## src/rtl/serial_compare_ctrl_pkg.sv

```systemverilog
// ----------------------------------------------------------------------------
// serial_compare_ctrl_pkg
// Shared definitions for the serial magnitude comparator:
//   state_t      - sequencer states (IDLE, COMPARE)
//   SLICE_W      - number of operand bits examined per clock
//   steps_width  - width of the steps counter for a given operand width
// ----------------------------------------------------------------------------
package serial_compare_ctrl_pkg;

    typedef enum logic {
        IDLE    = 1'b0,
        COMPARE = 1'b1
    } state_t;

    localparam int SLICE_W = 2;

    // The counter must be able to hold NSLICE itself, hence the +1.
    function automatic int steps_width(input int width);
        return $clog2(width / SLICE_W) + 1;
    endfunction

endpackage

```

## src/rtl/greater_than_2.sv

```systemverilog
// ----------------------------------------------------------------------------
// greater_than_2
// Unsigned 2-bit magnitude comparator.
//   a, b : 2-bit unsigned operands
//   gt   : 1 when a > b
// ----------------------------------------------------------------------------
module greater_than_2 (
    input  logic [1:0] a,
    input  logic [1:0] b,
    output logic       gt
);

    // MSB decides unless the MSBs match, then the LSB decides.
    assign gt = (a[1] & ~b[1]) | ((a[1] ~^ b[1]) & a[0] & ~b[0]);

endmodule

```

## src/rtl/serial_compare_ctrl.sv

```systemverilog
// ----------------------------------------------------------------------------
// serial_compare_ctrl
// Compares two unsigned WIDTH-bit operands two bits per clock, MSB slice
// first, stopping at the first slice that differs.
//   clk    : clock, rising edge
//   rst_n  : asynchronous active-low reset
//   start  : request, accepted only while ready=1
//   a, b   : operands, captured at the accept edge
//   ready  : idle, start will be accepted
//   done   : one-cycle pulse, result valid
//   gt/eq/lt : one-hot result, held until the next accept
//   steps  : number of slices evaluated for the last result
// ----------------------------------------------------------------------------
module serial_compare_ctrl
    import serial_compare_ctrl_pkg::*;
#(
    parameter  int WIDTH = 8,
    localparam int SW    = steps_width(WIDTH)
) (
    input  logic             clk,
    input  logic             rst_n,
    input  logic             start,
    input  logic [WIDTH-1:0] a,
    input  logic [WIDTH-1:0] b,
    output logic             ready,
    output logic             done,
    output logic             gt,
    output logic             eq,
    output logic             lt,
    output logic [SW-1:0]    steps
);

    localparam int NSLICE = WIDTH / SLICE_W;
    localparam int IW     = (NSLICE > 1) ? $clog2(NSLICE) : 1;
    localparam logic [IW-1:0] IDX_TOP = IW'(NSLICE - 1);

    state_t           state, state_nxt;
    logic [WIDTH-1:0] a_q, b_q, a_nxt, b_nxt;
    logic [IW-1:0]    idx, idx_nxt;
    logic [SW-1:0]    steps_nxt;
    logic             done_nxt, gt_nxt, eq_nxt, lt_nxt;
    logic [1:0]       sa, sb;
    logic             g, l;

    // Slice select: a compare over all slice positions keeps every part
    // select constant, which also covers the single-slice WIDTH=2 case.
    always_comb begin
        sa = '0;
        sb = '0;
        for (int i = 0; i < NSLICE; i++) begin
            if (idx == IW'(i)) begin
                sa = a_q[SLICE_W*i +: SLICE_W];
                sb = b_q[SLICE_W*i +: SLICE_W];
            end
        end
    end

    // Same comparator both ways round gives greater and less; equal when
    // neither fires.
    greater_than_2 u_gt_ab (
        .a  (sa),
        .b  (sb),
        .gt (g)
    );

    greater_than_2 u_gt_ba (
        .a  (sb),
        .b  (sa),
        .gt (l)
    );

    assign ready = (state == IDLE);

    always_ff @(posedge clk or negedge rst_n) begin
        if (!rst_n) begin
            state <= IDLE;
            a_q   <= '0;
            b_q   <= '0;
            idx   <= '0;
            steps <= '0;
            done  <= 1'b0;
            gt    <= 1'b0;
            eq    <= 1'b0;
            lt    <= 1'b0;
        end else begin
            state <= state_nxt;
            a_q   <= a_nxt;
            b_q   <= b_nxt;
            idx   <= idx_nxt;
            steps <= steps_nxt;
            done  <= done_nxt;
            gt    <= gt_nxt;
            eq    <= eq_nxt;
            lt    <= lt_nxt;
        end
    end

    always_comb begin
        state_nxt = state;
        a_nxt     = a_q;
        b_nxt     = b_q;
        idx_nxt   = idx;
        steps_nxt = steps;
        done_nxt  = 1'b0;
        gt_nxt    = gt;
        eq_nxt    = eq;
        lt_nxt    = lt;

        case (state)
            IDLE: begin
                // Also taken during the done cycle, giving back-to-back runs.
                if (start) begin
                    state_nxt = COMPARE;
                    a_nxt     = a;
                    b_nxt     = b;
                    idx_nxt   = IDX_TOP;
                    steps_nxt = '0;
                    gt_nxt    = 1'b0;
                    eq_nxt    = 1'b0;
                    lt_nxt    = 1'b0;
                end
            end
            COMPARE: begin
                steps_nxt = steps + SW'(1);
                if (g) begin
                    gt_nxt    = 1'b1;
                    done_nxt  = 1'b1;
                    state_nxt = IDLE;
                end else if (l) begin
                    lt_nxt    = 1'b1;
                    done_nxt  = 1'b1;
                    state_nxt = IDLE;
                end else if (idx == '0) begin
                    eq_nxt    = 1'b1;
                    done_nxt  = 1'b1;
                    state_nxt = IDLE;
                end else begin
                    idx_nxt   = idx - IW'(1);
                end
            end
            default: state_nxt = IDLE;
        endcase
    end

endmodule

```

## config.mk

```make
export PLATFORM = sky130hd
export DESIGN_NAME = serial_compare_ctrl
export DESIGN_NICKNAME = d
export VERILOG_FILES = /design/src/rtl/serial_compare_ctrl_pkg.sv /design/src/rtl/greater_than_2.sv /design/src/rtl/serial_compare_ctrl.sv
export SDC_FILE = /design/constraint.sdc
export NUM_CORES = 1
export LEC_CHECK = 0
export CAP_MARGIN = 10
export CORE_UTILIZATION = 60
export CTS_CLUSTER_SIZE = 8
export DETAILED_ROUTE_END_ITERATION = 16
export DONT_BUFFER_PORTS = 1
export PLACE_DENSITY = 0.83
export REMOVE_ABC_BUFFERS = 1
export SYNTH_ARGS = -nofsm -noshare
export SYNTH_HDL_FRONTEND = slang
export SYNTH_SLANG_ARGS = --single-unit
```

## constraint.sdc

```tcl
create_clock -name clk -period 4.8 [get_ports clk]
set_input_delay 0.72 -clock clk [delete_from_list [all_inputs] [get_ports clk]]
set_output_delay 0.72 -clock clk [all_outputs]
set_load 0.005 [all_outputs]
```

==> flow_metrics.tcl <==
set metrics [dict create \
    outcome "finished clean" \
    whs_ns 0.0767 \
    netlist_area_sq_mm 0.00132 \
    yosysTopAreaCell "dfrtp_1" \
    timing.final.setup_violations 0 \
    synthFlopType "dfrtp_1" \
    power_density_mw_per_mm2 708 \
    timing_worst_slew_pin_value_ns 1.18 \
    holdBufCountCts 0 \
    post_cts_resize_count 0 \
    wl_mm 2.19 \
    num_rows 16 \
    kind_of_launch_point_of_the_worst_setup_path "flop" \
    htree_num_levels 1 \
    finalSetupTns_ns 0 \
    chipWidth_um 48.9 \
    first_pass_grt_wire_length_mm 3.84 \
    p_leak_nw 0.691 \
    synthXorXnorAreaFrac_pct 1.90 \
    critPathArrivalTime_ns 2.59 \
    timing.max_cap.violations 0 \
    netlist.area_leader.share_pct 49.3 \
    syn-instance-count 144 \
    grt_antenna_before_repair 0 \
    muxShareOfSynthArea_pct 1.52 \
    antenna_left 0 \
    tritoncts.num_buffers 3 \
    grt_use_total_pct 20.6 \
    routed_length_per_placed_instance_um 12.7 \
    hold_viol_final 0 \
    seq_cells_post_synth 26 \
    insertedDiodeCount 0 \
    synth-simple-area-share_pct 24.4 \
    synth_compound_area_share_pct 13.7 \
    floorplan.die_area_sq_mm 0.00239 \
    routability_congestion_estimate_from_global_placement 0.795 \
    critical_path_required_ns 5.02 \
    start_util_pct 65.3 \
    vdd.ir_drop.worst_v 0.000359 \
    grt_start_max_net_pins 27 \
    dr_total_vias 956 \
    setup.worst_path.class "reg -> reg" \
    clock_path_buffers 2 \
    synth_commonest_cells "53 x nand2_1, 26 x dfrtp_1, 11 x nor2_1" \
    synthArstFlopShare_pct 100 \
    layout-drive-gt1-share_pct 8.97 \
    dpl.hpwl_mm 1.62 \
    drtPass1Iterations 4 \
    min_period_over_period_pct 49.4 \
    globalRoute.totalOverflow 0 \
    boundaryPins 27 \
    io_buffer_count 0 \
    yosysWarnings 0 \
    max_clock_freq_mhz 422 \
    ys_seq_area_share_pct 49.3 \
    cp_cell_sequence "inv_1, ha_1, nand3b_1, a21oi_1, a21oi_1, nor2_1, a21o_1, ha_1, inv_1, o21ai_0, o21ai_1, a22o_1" \
    crit_path_max_incr_delay_ns 0.44 \
    period_needed_ns 2.37 \
    slowest_stage "dfrtp_1" \
    synth_top_family_by_area "simple AND/OR/NAND/NOR gates" \
    synth_fa_ha_area_share_pct 6.64 \
    synth.lib_cells_used.distinct 28 \
    cts-root-buf "clkbuf_4" \
    finalNetCount 172 \
    drt_iter0_drc 14 \
    worst-r2r-cell-count 12 \
    critical_path_peak_fanout 8 \
    avgSynthCellArea_sq_um 9.17 \
    worst_setup_hold_path_clk_slew_ns 0.13 \
    via_count_of_the_first_global_routing_pass 923 \
    hold_class "in -> async" \
    most_common_cell_in_the_synthesized_netlist "nand2_1" \
    clock-skew-final_ns 0.00236 \
    synth_enable_flop_cells 0 \
    drcViolationCount 0 \
    clock_insertion_delay_worst_skew_ns 0.31 \
    tritoncts "built" \
    die_h_um 48.9 \
    synth_area_leaders "dfrtp_1 49%, nand2_1 15%, ha_1 6.6%" \
    max_transition_viols_final 0 \
    syn_to_final_growth_pct 4.17 \
    post-cts-setup-buffers 0 \
    endpoint_kind "flop" \
    viasPerCell 5.56 \
    unrepaired_setup_endpoints_after_global_routing "no" \
    cts_num_sinks 26 \
    fp.coreArea_sq_mm 0.00202 \
    slew_headroom_pct 20.8 \
]
==> worst paths after layout <==
check,start,slack [ns],end
min reg2reg,a_q[0],0.49,a_q[0]
max in group asynchronous,rst_n,4.65,a_q[1]
max reg2reg,idx[1],2.43,lt
min in group clk,a_q[0],0.49,a_q[0]
min,rst_n,0.08,lt
max,idx[1],2.43,lt
==> routing by layer <==
metal / share of wire [%] / wire length [um] / vias to the layer above / GRT usage [%]
met2: 48 / 1060 / 26 / 34.7
met1: 47 / 1030 / 452 / 26.5
met5: 0 / 0 / - / 0
met3: 4.0 / 88 / 2 / 4.05
met4: 0.69 / 15 / 0 / 7.35
li1: - / - / 476 / -
==> through the flow <==
stage	utilization, %	power [mW]	cells	setup slack, ns	area [sq um]
2_1_floorplan	-	0.784	141	2.69	1310
3_3_place_gp	66.2	0.853	168	2.50	1340
3_5_place_dp	66.2	0.875	168	2.46	1340
4_1_cts	68.0	0.984	172	2.42	1380
5_1_grt	68.0	1.06	172	2.23	1380
6_report	68.0	0.974	172	2.43	1380
==> state kept, by name, summed over array words and instances, names as in the netlist <==
signal,count
steps,3
lt,1
state,1
eq,1
done,1
b_q,8
idx,2
a_q,8
gt,1
==> cell usage in the layout, fill, tap and decap left out, types with 3 or more instances in the layout <==
master	count
a211oi_1	3
a21oi_1	9
clkbuf_4	3
dfrtp_1	26
ha_1	7
inv_1	4
nand2_1	53
nand3b_1	4
nor2_1	11
o21ai_1	3
==> cell families (layout without fill, tap and decap cells) <==
| family | count (synthesis) | count (layout) |
|---|---|---|
| simple gates | 74 | 74 |
| flops | 26 | 26 |
| compound gates | 25 | 25 |
| buf+inv | 8 | 9 |
| fa+ha+maj | 7 | 7 |
| xor+xnor | 2 | 2 |
| mux | 2 | 2 |
==> cell type report <==
type                       count  area, sq um
inverter                       5         18.8
multi-input combinational    110          636
clock buffer                   4         36.3
fill                         176          647
sequential                    26          651
tap                           27         33.8
==> where the power goes <==
group / internal [mW] / switching (mW) / total (mW) / leakage (nW)
clock: 0.0463 / 0.0610 / 0.107 / 0.0210
combinational: 0.200 / 0.265 / 0.465 / 0.349
sequential: 0.322 / 0.0792 / 0.402 / 0.321
==> worst max-delay path, delay by kind of cell (launching register included) <==
family                   cells  cell delay [ns]
AO/OA/AOI/OAI                6             0.83
adder cells (fa/ha/maj)      2             0.62
buffers and inverters        2             0.17
flip-flops                   1             0.44
AND/OR/NAND/NOR              2             0.22
(Power assumes the default switching activity.)
